### config.mk
export PLATFORM = sky130hd
export DESIGN_NAME = usart_loopback_core_flat
export DESIGN_NICKNAME = d
export VERILOG_FILES = /design/src/rtl/usart_pkg.sv /design/src/rtl/usart_loopback_core_if.sv /design/src/rtl/usart_rx.sv /design/src/rtl/usart_loopback_core.sv /design/src/flat_wrapper.sv
export SDC_FILE = /design/constraint.sdc
export NUM_CORES = 1
export LEC_CHECK = 0
export ABC_AREA = 1
export BUFFER_PORTS_ARGS = -buffer_cell sky130_fd_sc_hd__buf_2
export CAP_MARGIN = 10
export CELL_PAD_IN_SITES_DETAIL_PLACEMENT = 2
export CELL_PAD_IN_SITES_GLOBAL_PLACEMENT = 2
export CORE_ASPECT_RATIO = 1.1
export CORE_UTILIZATION = 39
export DETAILED_ROUTE_END_ITERATION = 6
export PLACE_DENSITY_LB_ADDON = 0.05
export SLEW_MARGIN = 30
export SYNTH_ARGS = -nofsm -noshare
export SYNTH_HDL_FRONTEND = slang
export SYNTH_SLANG_ARGS = --single-unit
### constraint.sdc
create_clock -name CLK -period 4.9 [get_ports CLK]
set_input_delay 0.98 -clock CLK [delete_from_list [all_inputs] [get_ports CLK]]
set_output_delay 0.98 -clock CLK [all_outputs]
set_load 0.01 [all_outputs]
### src/rtl/usart_pkg.sv
// usart_pkg: frame constants, shared TX/RX state type and parity helper.
// Build option: define USART_ODD_PARITY_EN for odd parity (default is even).
`default_nettype none

package usart_pkg;

    localparam int   DATA_BITS  = 8;
    localparam logic STOP_LEVEL = 1'b1;
    localparam logic IDLE_LEVEL = 1'b1;

    typedef enum logic [2:0] {
        IDLE   = 3'd0,
        START  = 3'd1,
        DATA   = 3'd2,
        PARITY = 3'd3,
        STOP   = 3'd4
    } usart_state_e;

    // Parity bit value sent on the line for a given data byte.
    function automatic logic usart_parity(input logic [DATA_BITS-1:0] d);
`ifdef USART_ODD_PARITY_EN
        return ~(^d);
`else
        return ^d;
`endif
    endfunction

endpackage

`default_nettype wire

### src/rtl/usart_loopback_core_if.sv
// usart_loopback_core_if: serial lines, transmit byte, receiver clear and receive results.
// Rev 1.0 - initial release.
`default_nettype none

interface usart_loopback_core_if;
    import usart_pkg::*;

    logic [DATA_BITS-1:0] Data_Tx;
    logic                 Rx;
    logic                 CLR_Rec;
    logic                 Tx;
    logic                 CLK_B;
    logic [DATA_BITS-1:0] Data_Rx;
    logic                 parity_err;

    modport master (
        output Data_Tx, Rx, CLR_Rec,
        input  Tx, CLK_B, Data_Rx, parity_err
    );

    modport slave (
        input  Data_Tx, Rx, CLR_Rec,
        output Tx, CLK_B, Data_Rx, parity_err
    );

endinterface

`default_nettype wire

### src/rtl/usart_rx.sv
// usart_rx: 2-flop Rx synchronizer, mid-bit sampling receive FSM and result registers.
// Rev 1.0 - initial release. Parity sense follows USART_ODD_PARITY_EN via usart_pkg.
`default_nettype none

module usart_rx
    import usart_pkg::*;
#(
    parameter int CLKS_PER_BIT = 868
) (
    input  wire logic                 clk,
    input  wire logic                 rst_n,
    input  wire logic                 i_clr_rec,
    input  wire logic                 i_rx,
    output logic [DATA_BITS-1:0]      o_data,
    output logic                      o_perr
);

    localparam int             CW       = $clog2(CLKS_PER_BIT);
    localparam logic [CW-1:0]  c_LAST   = CW'(CLKS_PER_BIT - 1);
    localparam logic [CW-1:0]  c_HALF_M = CW'(CLKS_PER_BIT / 2 - 1);
    localparam logic [2:0]     c_LASTBIT = 3'(DATA_BITS - 1);

    logic [1:0]           r_sync;
    logic                 r_rx_prev;
    usart_state_e         r_state,   w_state_nxt;
    logic [CW-1:0]        r_cnt,     w_cnt_nxt;
    logic [2:0]           r_idx,     w_idx_nxt;
    logic [DATA_BITS-1:0] r_shift,   w_shift_nxt;
    logic                 r_par_bit, w_par_bit_nxt;
    logic [DATA_BITS-1:0] r_data,    w_data_nxt;
    logic                 r_perr,    w_perr_nxt;
    logic                 w_rx;
    logic                 w_fall;

    assign w_rx   = r_sync[1];
    assign w_fall = r_rx_prev & ~w_rx;

    always_ff @(posedge clk or negedge rst_n) begin
        if (!rst_n) begin
            r_sync    <= 2'b11;
            r_rx_prev <= 1'b1;
            r_state   <= IDLE;
            r_cnt     <= '0;
            r_idx     <= '0;
            r_shift   <= '0;
            r_par_bit <= 1'b0;
            r_data    <= '0;
            r_perr    <= 1'b0;
        end else begin
            r_sync    <= {r_sync[0], i_rx};
            r_rx_prev <= w_rx;
            r_state   <= w_state_nxt;
            r_cnt     <= w_cnt_nxt;
            r_idx     <= w_idx_nxt;
            r_shift   <= w_shift_nxt;
            r_par_bit <= w_par_bit_nxt;
            r_data    <= w_data_nxt;
            r_perr    <= w_perr_nxt;
        end
    end

    always_comb begin
        w_state_nxt   = r_state;
        w_cnt_nxt     = r_cnt;
        w_idx_nxt     = r_idx;
        w_shift_nxt   = r_shift;
        w_par_bit_nxt = r_par_bit;
        w_data_nxt    = r_data;
        w_perr_nxt    = r_perr;
        if (i_clr_rec) begin
            w_state_nxt = IDLE;
            w_cnt_nxt   = '0;
            w_data_nxt  = '0;
            w_perr_nxt  = 1'b0;
        end else begin
            case (r_state)
                IDLE: begin
                    if (w_fall) begin
                        w_state_nxt = START;
                        w_cnt_nxt   = '0;
                    end
                end
                START: begin
                    // Half a bit after the edge: a high line means it was only a glitch.
                    if (r_cnt == c_HALF_M) begin
                        w_cnt_nxt   = '0;
                        w_idx_nxt   = '0;
                        w_state_nxt = w_rx ? IDLE : DATA;
                    end else begin
                        w_cnt_nxt = r_cnt + 1'b1;
                    end
                end
                DATA: begin
                    if (r_cnt == c_LAST) begin
                        w_cnt_nxt   = '0;
                        w_shift_nxt = {w_rx, r_shift[DATA_BITS-1:1]};
                        if (r_idx == c_LASTBIT) w_state_nxt = PARITY;
                        else                    w_idx_nxt   = r_idx + 3'd1;
                    end else begin
                        w_cnt_nxt = r_cnt + 1'b1;
                    end
                end
                PARITY: begin
                    if (r_cnt == c_LAST) begin
                        w_cnt_nxt     = '0;
                        w_par_bit_nxt = w_rx;
                        w_state_nxt   = STOP;
                    end else begin
                        w_cnt_nxt = r_cnt + 1'b1;
                    end
                end
                STOP: begin
                    if (r_cnt == c_LAST) begin
                        w_cnt_nxt   = '0;
                        w_state_nxt = IDLE;
                        // A low stop bit is a framing error: results stay untouched.
                        if (w_rx == STOP_LEVEL) begin
                            w_data_nxt = r_shift;
                            w_perr_nxt = (usart_parity(r_shift) != r_par_bit);
                        end
                    end else begin
                        w_cnt_nxt = r_cnt + 1'b1;
                    end
                end
                default: w_state_nxt = IDLE;
            endcase
        end
    end

    assign o_data = r_data;
    assign o_perr = r_perr;

endmodule

`default_nettype wire

### src/rtl/usart_loopback_core.sv
// usart_loopback_core: baud generator, free-running framed transmitter and usart_rx receiver.
// Rev 1.0 - initial release. Build option USART_ODD_PARITY_EN selects odd parity.
`default_nettype none

module usart_loopback_core
    import usart_pkg::*;
#(
    parameter int CLKS_PER_BIT = 868
) (
    input  wire logic                  CLK,
    input  wire logic                  CLR,
    usart_loopback_core_if.slave       bus
);

    localparam int            CW        = $clog2(CLKS_PER_BIT);
    localparam logic [CW-1:0] c_LAST    = CW'(CLKS_PER_BIT - 1);
    localparam logic [CW-1:0] c_HALF    = CW'(CLKS_PER_BIT / 2);
    localparam logic [2:0]    c_LASTBIT = 3'(DATA_BITS - 1);

    logic [1:0]           r_rst_sync;
    logic                 w_rst_n;
    logic [CW-1:0]        r_baud_cnt;
    logic                 w_tick;
    usart_state_e         r_tx_state, w_tx_state_nxt;
    logic [DATA_BITS-1:0] r_tx_shift, w_tx_shift_nxt;
    logic [2:0]           r_tx_idx,   w_tx_idx_nxt;
    logic                 r_tx_par,   w_tx_par_nxt;
    logic                 r_tx,       w_tx_nxt;

    // Reset asserts asynchronously but releases on a clock edge.
    always_ff @(posedge CLK or negedge CLR) begin
        if (!CLR) r_rst_sync <= 2'b00;
        else      r_rst_sync <= {r_rst_sync[0], 1'b1};
    end
    assign w_rst_n = r_rst_sync[1];

    assign w_tick = (r_baud_cnt == c_LAST);

    always_ff @(posedge CLK or negedge w_rst_n) begin
        if (!w_rst_n) begin
            r_baud_cnt <= '0;
            r_tx_state <= IDLE;
            r_tx_shift <= '0;
            r_tx_idx   <= '0;
            r_tx_par   <= 1'b0;
            r_tx       <= IDLE_LEVEL;
        end else begin
            r_baud_cnt <= w_tick ? '0 : r_baud_cnt + 1'b1;
            r_tx_state <= w_tx_state_nxt;
            r_tx_shift <= w_tx_shift_nxt;
            r_tx_idx   <= w_tx_idx_nxt;
            r_tx_par   <= w_tx_par_nxt;
            r_tx       <= w_tx_nxt;
        end
    end

    always_comb begin
        w_tx_state_nxt = r_tx_state;
        w_tx_shift_nxt = r_tx_shift;
        w_tx_idx_nxt   = r_tx_idx;
        w_tx_par_nxt   = r_tx_par;
        w_tx_nxt       = IDLE_LEVEL;
        if (w_tick) begin
            case (r_tx_state)
                IDLE: begin
                    w_tx_state_nxt = START;
                    w_tx_shift_nxt = bus.Data_Tx;
                    w_tx_par_nxt   = usart_parity(bus.Data_Tx);
                end
                START: begin
                    w_tx_state_nxt = DATA;
                    w_tx_idx_nxt   = '0;
                end
                DATA: begin
                    if (r_tx_idx == c_LASTBIT) begin
                        w_tx_state_nxt = PARITY;
                    end else begin
                        w_tx_idx_nxt   = r_tx_idx + 3'd1;
                        w_tx_shift_nxt = r_tx_shift >> 1;
                    end
                end
                PARITY:  w_tx_state_nxt = STOP;
                STOP:    w_tx_state_nxt = IDLE;
                default: w_tx_state_nxt = IDLE;
            endcase
        end
        // Line level is derived from the state being entered so Tx stays aligned to the tick.
        case (w_tx_state_nxt)
            START:   w_tx_nxt = 1'b0;
            DATA:    w_tx_nxt = w_tx_shift_nxt[0];
            PARITY:  w_tx_nxt = w_tx_par_nxt;
            STOP:    w_tx_nxt = STOP_LEVEL;
            default: w_tx_nxt = IDLE_LEVEL;
        endcase
    end

    assign bus.Tx    = r_tx;
    assign bus.CLK_B = (r_baud_cnt >= c_HALF);

    usart_rx #(
        .CLKS_PER_BIT (CLKS_PER_BIT)
    ) u_rx (
        .clk       (CLK),
        .rst_n     (w_rst_n),
        .i_clr_rec (bus.CLR_Rec),
        .i_rx      (bus.Rx),
        .o_data    (bus.Data_Rx),
        .o_perr    (bus.parity_err)
    );

endmodule

`default_nettype wire

### src/flat_wrapper.sv
// flat-port wrapper written by rule: the top's interface ports become plain ports
module usart_loopback_core_flat import usart_pkg::*;
#(
    parameter int CLKS_PER_BIT = 868
)
  (CLK, CLR, bus_Data_Tx, bus_Rx, bus_CLR_Rec, bus_Tx, bus_CLK_B, bus_Data_Rx, bus_parity_err);
  usart_loopback_core_if bus_i ();
  input  wire logic CLK;
  input  wire logic CLR;
  input wire logic [$bits(bus_i.Data_Tx)-1:0] bus_Data_Tx;
  input wire logic [$bits(bus_i.Rx)-1:0] bus_Rx;
  input wire logic [$bits(bus_i.CLR_Rec)-1:0] bus_CLR_Rec;
  output wire logic [$bits(bus_i.Tx)-1:0] bus_Tx;
  output wire logic [$bits(bus_i.CLK_B)-1:0] bus_CLK_B;
  output wire logic [$bits(bus_i.Data_Rx)-1:0] bus_Data_Rx;
  output wire logic [$bits(bus_i.parity_err)-1:0] bus_parity_err;
  assign bus_i.Data_Tx = bus_Data_Tx;
  assign bus_i.Rx = bus_Rx;
  assign bus_i.CLR_Rec = bus_CLR_Rec;
  assign bus_Tx = bus_i.Tx;
  assign bus_CLK_B = bus_i.CLK_B;
  assign bus_Data_Rx = bus_i.Data_Rx;
  assign bus_parity_err = bus_i.parity_err;
  usart_loopback_core #(.CLKS_PER_BIT(CLKS_PER_BIT)) u_core (.CLK(CLK), .CLR(CLR), .bus(bus_i));
endmodule
==> summary.txt <==
Worst setup path
  – Cells along the critical path: inv_1 -> ha_1 -> nor3_1 -> nor3_1 -> o21ai_0 -> nand2_1 -> buf_2
  – Critical path data arrival time: 1.57 ns
  – Crit-path most repeated cell: nor3_1
  – Critical path's largest stage delay: 0.38 ns
  – Worst Path Required: 3.92 ns
  – Crit. End Element: primary output
  – Worst-path maximum fanout: 3
  – Startpoint type of the worst setup path: flip-flop
  – CP Class: reg2out
  – CP max-delay cell: dfrtp_1
  – R2R depth: 7

Synthesis
  – Syn nets: 478
  – Post-synthesis sequential area ratio: 0.450
  – YS warnings: 0
  – Cell Area, Synth: 3620 um2
  – Synth Register Bits: 65
  – Syn Inst Count: 458
  – Avg Inst Size Synth: 7.91 um2
  – Synth cell types: 41

Cells and area
  – Post-Layout Cell Count: 607
  – Fraction of layout cells with a size suffix above 1: 0.162
  – Synth-to-Final Area Change: 11.2%
  – Final Net Count: 508
  – Fin area: 4030 um2
  – ANT cells: 0

CTS
  – Cts bufs inserted: 9
  – CTS tree: built
  – CTS resizes: 0
  – Max H-tree Level: 3
  – Clock transition at path regs: 0.07 ns
  – Clock Tree Buf Depth: 2
  – CTS root buffer: clkbuf_8
  – Setup repair bufs after CTS: 0
  – Clock Sinks: 65
  – CTS Hold Bufs: 0
  – Insertion delay to the later sink of the worst-skew pair: 0.35 ns

GRT
  – GRT Util Overall: 0.206
  – Grt met1 use: 0.245
  – GRT overflow: 0
  – GRT Max-Usage Layer: met2
  – Initial antenna violation count: 0
  – Pin count of the biggest net entering global routing: 42
  – Vias in the first global route: 3285
  – Met3 Usage GRT: 0.0302
  – First-pass GRT wire length: 15300 um
  – Met2 GRT Util: 0.371

Route
  – # DRC: 0
  – Via count: 3055
  – DR iter-0 viols: 50
  – Routed vias/inst: 5.03
  – Post-Route WL: 8930 um
  – Mean routed wirelength per cell: 14.7 um
  – Drt pass-1 iters: 4
  – ANT nets after route: 0

Timing
  – Final Hold Viols: 0
  – Total negative slack: 0 ns
  – Pins Over Slew Limit: 0
  – F_max: 393 MHz
  – Worst slew pin tran: 0.547 ns
  – Final period utilization: 0.520
  – Final WS setup: 2.35 ns
  – Min Tclk post-route: 2.55 ns
  – Clock skew: 0.00848 ns
  – Unrepaired setup endpoints after global routing: no
  – Max transition margin: 0.635
  – Final Setup Violations: 0

Floorplanning
  – Cell Rows: 36
  – Num ports: 23
  – Die height: 103 um
  – Die area: 9680 um2
  – Core area: 8920 um2
  – Starting Density: 0.406
  – Die width: 93.9 um

Pwr
  – Design Power: 1190 uW
  – Lkg Pwr: 0.00210 uW
  – Worst VDD drop: 144 uV
  – P per Cell Area: 296 nW/um2

Place
  – Post-Place Cells: 591
  – DPL Wire Length: 6720 um
  – Placed Area: 3840 um2
  – I/O Buffers: 22
  – Final Wtd Congestion: 0.765
  – Pre-CTS setup slack: 2.71 ns

Min path
  – Hold Path Class: reg2async

Flow run
  – Max Cap Viol: 0

Outcome
  – Status: completed
-- cells in the mapped netlist, drive strengths merged --
cell type  instances  area, um2
nor3b              1       12.5
and3               2       12.5
dfrtp             61       1530
conb               1       3.75
a31oi              1       6.26
xnor2              7       61.3
and2               2       12.5
xor2              12        105
o22ai              4       25.0
nand4              6       37.5
or2                4       25.0
a21oi             14        108
buf                4       38.8
o31ai              2       15.0
ha                 8        100
o21ai             27        143
nor2              40        168
inv               62        235
nor3              11       76.3
dfstp              4        105
clkinv             2       8.75
nand3             30        198
nand2            151        584
o21bai             2       15.0
-- worst max-delay path, delay by kind of cell (launching register included) --
family	cells	cell delay, ns
flops	1	0.38
simple gates	3	0.30
buf+inv	2	0.21
compound gates	1	0.15
fa+ha+maj	1	0.19
-- cell families after synthesis --
group	after synthesis	share of synthesized area
AOI/OAI and AO/OA	50	0.0860
adders and majority gates	8	0.0276
xor gates and xnor gates	19	0.0459
DFF	65	0.450
other	1	0.00104
buffers and inverters	68	0.0781
and+or+nand+nor	247	0.311
-- sequential cells by signal (all words and copies together) (netlist names), 2 cells and up --
register and flops:
u_core.r_tx_state 3, u_core.u_rx.r_shift 8, u_core.u_rx.r_state 3, u_core.u_rx.r_idx 3
u_core.r_tx_idx 3, u_core.u_rx.r_cnt 10, u_core.u_rx.o_data 8, u_core.r_rst_sync 2
u_core.r_tx_shift 8, u_core.u_rx.r_sync 2, u_core.r_baud_cnt 10
-- cell type report --
cell class                      count  area [um2]
Sequential cell                    65        1630
Tap cell                          114         143
Clock buffer                       13         169
Timing Repair Buffer               23         118
Fill cell                        1069        4890
Multi-Input combinational cell    325        1710
Clock inverter                      3        15.0
Inverter                           64         244
-- per-stage QoR --
step           utilization  hold WS (ns)
2_1_floorplan            -         0.331
3_3_place_gp         0.431         0.258
3_5_place_dp         0.431         0.266
4_1_cts              0.452         0.263
5_1_grt              0.452         0.294
6_report             0.452         0.241
-- cell usage in the layout (no fill, tap or decap), types with 3 or more instances in the layout --
cell / instances
dfrtp_1: 60
nand3_4: 3
dfstp_2: 4
a21oi_2: 7
buf_2: 22
ha_1: 8
o22ai_1: 4
nor2_1: 37
nand2_2: 4
clkbuf_8: 12
inv_2: 5
nand3_1: 25
o21ai_0: 12
or2_2: 3
xor2_1: 12
o21ai_1: 13
clkinv_2: 4
nor3_1: 8
nand2_1: 146
nand4_1: 6
inv_1: 56
a21oi_1: 6
xnor2_1: 7
-- power by group --
group	total, uW	switching, uW	leakage, uW	internal [uW]
Combinational	183	125	0.00117	58.0
Sequential	578	23.8	0.000825	554
Clock	431	208	0.0000992	223
-- worst paths after layout --
check	endpoint	slack, ns	startpoint
setup / recovery	bus_CLK_B	2.35	u_core.r_baud_cnt[0]$_DFF_PN0_
hold / removal	u_core.r_tx_shift[6]$_DFFE_PN0P_	0.24	u_core.r_rst_sync[1]$_DFF_PN0_
setup reg to reg	u_core.u_rx.r_cnt[2]$_DFFE_PN0P_	3.11	u_core.u_rx.r_cnt[0]$_DFFE_PN0P_
hold reg to reg	u_core.r_tx_shift[6]$_DFFE_PN0P_	0.24	u_core.r_rst_sync[1]$_DFF_PN0_
max in group asynchronous	u_core.r_baud_cnt[9]$_DFF_PN0_	3.72	u_core.r_rst_sync[1]$_DFF_PN0_
min in group CLK	u_core.u_rx.r_sync[1]$_DFF_PN1_	0.36	u_core.u_rx.r_sync[0]$_DFF_PN1_
-- metal layers --
| layer | vias to the layer above | routed length (um) |
|---|---|---|
| li1 | 1504 | - |
| met1 | 1511 | 3960 |
| met2 | 27 | 4640 |
| met3 | 13 | 164 |
| met4 | 0 | 169 |
| met5 | - | 0 |
Note: power is estimated with default switching activity, not from simulation.
